**config.mk**
```make
export PLATFORM = sky130hd
export DESIGN_NAME = quad_step_decoder
export DESIGN_NICKNAME = d
export VERILOG_FILES = /design/src/rtl/enc_pkg.sv /design/src/rtl/debounce_bit.sv /design/src/rtl/quad_step_decoder.sv
export SDC_FILE = /design/constraint.sdc
export NUM_CORES = 1
export LEC_CHECK = 0
export BUFFER_PORTS_ARGS = -buffer_cell sky130_fd_sc_hd__clkbuf_2
export CAP_MARGIN = 20
export CORE_MARGIN = 2
export CORE_UTILIZATION = 35
export CTS_BUF_LIST = sky130_fd_sc_hd__clkbuf_4 sky130_fd_sc_hd__clkbuf_8 sky130_fd_sc_hd__clkbuf_16
export DETAILED_ROUTE_END_ITERATION = 8
export PLACE_DENSITY = 0.55
export SYNTH_ARGS = -nofsm -noshare
export SYNTH_HDL_FRONTEND = slang
export SYNTH_HIERARCHICAL = 1
export SYNTH_SLANG_ARGS = --single-unit
export TNS_END_PERCENT = 20
```
**constraint.sdc**
```tcl
create_clock -name clk -period 3.1 [get_ports clk]
set_clock_uncertainty 0.15 [all_clocks]
set_input_delay 0.155 -clock clk [delete_from_list [all_inputs] [get_ports clk]]
set_output_delay 0.155 -clock clk [all_outputs]
set_load 0.05 [all_outputs]
```
**src/rtl/enc_pkg.sv**
```systemverilog
// enc_pkg: shared direction and Gray-phase constants for the encoder front end
package enc_pkg;
    localparam logic DIR_UP   = 1'b1;
    localparam logic DIR_DOWN = 1'b0;
    localparam logic [1:0] PH_00 = 2'b00;
    localparam logic [1:0] PH_01 = 2'b01;
    localparam logic [1:0] PH_11 = 2'b11;
    localparam logic [1:0] PH_10 = 2'b10;
    function automatic logic [1:0] ph_up(input logic [1:0] p);
        return p == PH_00 ? PH_01 : p == PH_01 ? PH_11 : p == PH_11 ? PH_10 : PH_00;
    endfunction
endpackage

```
**src/rtl/debounce_bit.sv**
```systemverilog
// debounce_bit: 2-flop synchronizer plus debounce filter for one encoder phase
module debounce_bit #(
    parameter int DEBOUNCE_CYCLES = 16
) (
    input  logic clk,
    input  logic reset,
    input  logic din,
    output logic dout
);
    localparam int CW = DEBOUNCE_CYCLES > 1 ? $clog2(DEBOUNCE_CYCLES) : 1;
    logic [1:0] sync;
    logic [CW-1:0] cnt;
    logic stable;
    logic raw;
    logic hit;
    assign raw = sync[1];
    assign hit = (raw != stable) && (cnt == CW'(DEBOUNCE_CYCLES - 1));
    // dout is the value stable takes at the coming edge, so the decoder can act on that same edge
    assign dout = hit ? raw : stable;
    always_ff @(posedge clk or posedge reset) begin
        if (reset) begin
            sync   <= '0;
            cnt    <= '0;
            stable <= 1'b0;
        end else begin
            sync   <= {sync[0], din};
            cnt    <= (raw == stable || hit) ? '0 : cnt + 1'b1;
            stable <= dout;
        end
    end
endmodule

```
**src/rtl/quad_step_decoder.sv**
```systemverilog
// quad_step_decoder: x4 quadrature decoder producing inc/uphdl strobes for the counter
module quad_step_decoder import enc_pkg::*; #(
    parameter int DEBOUNCE_CYCLES = 16
) (
    input  logic       clk,
    input  logic       reset,
    input  logic       enc_a,
    input  logic       enc_b,
    output logic       inc,
    output logic       uphdl,
    output logic       err,
    output logic [1:0] ab_stable
);
    logic da, db;
    logic [1:0] nxt, chg;
    logic stp;
    debounce_bit #(.DEBOUNCE_CYCLES(DEBOUNCE_CYCLES)) u_a (.clk(clk), .reset(reset), .din(enc_a), .dout(da));
    debounce_bit #(.DEBOUNCE_CYCLES(DEBOUNCE_CYCLES)) u_b (.clk(clk), .reset(reset), .din(enc_b), .dout(db));
    always_comb begin
        nxt = {da, db};
        chg = ab_stable ^ nxt;
        stp = ^chg;
    end
    always_ff @(posedge clk or posedge reset) begin
        if (reset) begin
            ab_stable <= PH_00;
            inc       <= 1'b0;
            err       <= 1'b0;
            uphdl     <= 1'b0;
        end else begin
            ab_stable <= nxt;
            inc       <= stp;
            err       <= &chg;
            if (stp) uphdl <= (nxt == ph_up(ab_stable)) ? DIR_UP : DIR_DOWN;
        end
    end
endmodule
```
==> flow_summary.json <==
{
  "status": "completed",
  "gp_congestion": 0.719,
  "cp_max_fo": 4,
  "crit_path_start": "u_b/cnt[0]",
  "hold_class": "input port to asynchronous set/reset pin",
  "relSlewSlack_pct": 81.2,
  "synthToLayoutAreaGrowth_pct": 18.6,
  "fp.dieArea_sq_um": 2430,
  "yosysWarningCount": 6,
  "regToRegStartpoint": "u_b/cnt[0]",
  "rsz0062_at_grt": "no",
  "period_share_pct": 68.4,
  "synth_edf_count": 0,
  "n_antenna_cell": 0,
  "p_leak_nw": 0.458,
  "final_cells": 97,
  "synth_area_leaders": "dfrtp_1 66%, xnor2_1 6.1%, xor2_1 6.1%, ha_1 5.2%, nor2_1 4.2%",
  "slowest_stage": "dfrtp_1",
  "synth-seq-cells": 19,
  "crit_chain": "ha_1 > nand3_1 > mux2_1 > xor2_1 > ha_1 > nor2b_1 > a31o_1",
  "cts_buffer_depth": 2,
  "cts_setup_buffers": 0,
  "cellPowerDensity_nw_per_um2": 484,
  "track_usage_pct": 10.1,
  "grt_pass1_wl_mm": 1.79,
  "critPathKind": "flop to flop",
  "crit_buf_inv": 0,
  "root_buffer": "clkbuf_4",
  "startpoint_type": "flop",
  "syn_area_sq_um": 719,
  "synth_top_family_by_area": "XOR/XNOR gates",
  "synth-compound-area-share_pct": 1.22,
  "worst_pin_slew_ns": 0.282,
  "final_max_slew_viol_count": 0,
  "timing.setup.tns_ns": 0,
  "grt_pass1_vias": 392,
  "cts_tree": "yes",
  "syn-mean-instance-area_sq_um": 13.1,
  "path_delay_family": "adder cells",
  "synthCells": 55,
  "clk_latency_ns": 0.28,
  "routed_wl_microns": 951,
  "setup_violations": 0,
  "ant_nets": 0,
  "drt_iter0_drc": 2,
  "synthXorXnorAreaFrac_pct": 12.2,
  "grt-ovfl-total": 0,
  "die_y_microns": 49.3,
  "slowest_delay_ns": 0.41,
  "syn-num-nets": 62,
  "die_w_microns": 49.3,
  "hold_buffers": 3,
  "netlist.area_leader.share_pct": 66.1,
  "cts_htree_levels": 1,
  "ys_seq_area_share_pct": 66.1,
  "crit_path_frequent_cell": "ha_1",
  "synthTopCellsByCount": "19 x dfrtp_1, 8 x nor2_1, 5 x inv_1, 5 x xnor2_1, 5 x xor2_1",
  "synthFlopType": "dfrtp_1",
  "initial_core_util_pct": 37.0,
  "synth-simple-area-share_pct": 9.57,
  "hpwl_microns": 731,
  "antenna_found_initial": 0,
  "dr_total_vias": 395,
  "async_reset_ff_share_pct": 100,
  "critPathRequiredTime_ns": 3.13,
  "fin_nets": 78,
  "crit_path_end_kind": "flop",
  "reg2reg_setup_slack_ns": 0.98,
  "synth_top_cell_by_area": "dfrtp_1",
  "clk_pin_slew_worst_paths_ns": 0.10,
  "fmax_mhz": 472,
  "cap_violations": 0,
  "post-synth-top-count-cell": "dfrtp_1",
  "ff2ff_path_depth": 7,
  "synth.distinct_cells": 11,
  "synthMuxAreaShare_pct": 3.13,
  "crit_arrival_ns": 2.15,
  "drt_first_pass_iters": 2,
  "rows": 16,
  "cts_buffers": 3,
  "drive_above_1_share_pct": 17.1,
  "clock_sinks": 19,
  "fin_crit_ns": 2.12,
  "viasPerCell": 4.07,
  "dp.cells": 90,
  "grt_max_degree": 11,
  "drc": 0,
  "routedWlPerCell_microns": 9.80,
  "synth_fa_ha_area_share_pct": 5.22,
  "hold_viol": 0,
  "pin_count": 9,
  "irDropWorstVdd_mv": 0.221,
  "r2r_end": "uphdl",
  "io_buffers": 8,
  "core_sq_um": 1940,
  "holdWs_ns": 0.163,
  "cts_resized": 0
}
==> area by class of cell <==
cell class              instances  area, sq um
clock buffers                   4         30.0
fillers                       197         1090
inverters                       5         18.8
multi-input cells              31          225
flip-flops and latches         19          475
well taps                      27         33.8
repair buffers                 11         70.1
==> worst max-delay path by stage <==
stage                 end  slack (ns)  depth (start not counted)
floorplan           uphdl        1.07                          7
global placement    uphdl        1.00                          7
detailed placement  uphdl        0.98                          7
CTS                 uphdl        0.96                          7
global route        uphdl        0.87                          7
finish              uphdl        0.98                          7
==> routing by layer <==
layer	GRT usage (%)	wire length (microns)	vias to the layer above
li1	-	-	204
met1	13.0	464	180
met2	14.4	426	9
met3	3.07	47	2
met4	7.14	11	0
met5	0	0	-
==> through the flow <==
stage	total power, mW	util [%]	instance area (sq um)	worst slack, ns
floorplan	0.283	-	719	1.07
CTS	0.424	43.9	853	0.962
detailed placement	0.290	40.9	793	0.985
finish	0.413	43.9	853	0.980
global placement	0.289	40.9	793	1.00
global route	0.443	43.9	853	0.873
==> flip-flops by register name, summed over array words and instances, names as in the netlist <==
register	flops
ab_stable	2
uphdl	1
u_a/sync	2
u_a/stable	1
u_b/cnt	4
u_b/stable	1
err	1
u_b/sync	2
u_a/cnt	4
inc	1
==> placed cells by master, fill, tap and decap left out <==
cell           instances
nand3_1                4
clkbuf_2               8
clkbuf_4               4
nand2b_1               2
xor2_1                 5
nor2_1                 8
dlygate4sd3_1          3
mux2_1                 2
dfrtp_1               19
xnor2_1                5
inv_1                  5
a31o_1                 1
ha_1                   3
nor2b_1                1
==> power by group <==
group | internal [mW] | switching [mW] | total (mW)
registers | 0.257 | 0.00550 | 0.262
clock network | 0.0586 | 0.0673 | 0.126
logic | 0.0114 | 0.0134 | 0.0248
total | 0.327 | 0.0862 | 0.413
==> cells by family after synthesis <==
| logic type | Yosys count |
|---|---|
| flip-flops | 19 |
| multiplexers | 2 |
| adder cells (fa/ha/maj) | 3 |
| buffers and inverters | 5 |
| XOR/XNOR | 10 |
| AND/OR/NAND/NOR | 15 |
| AO/OA/AOI/OAI | 1 |
==> tightest hold or removal path: cells and delay by family <==
kind     cells  cell delay (ns)
buf+inv      3             0.81
Note: power is estimated with default switching activity, not from simulation.
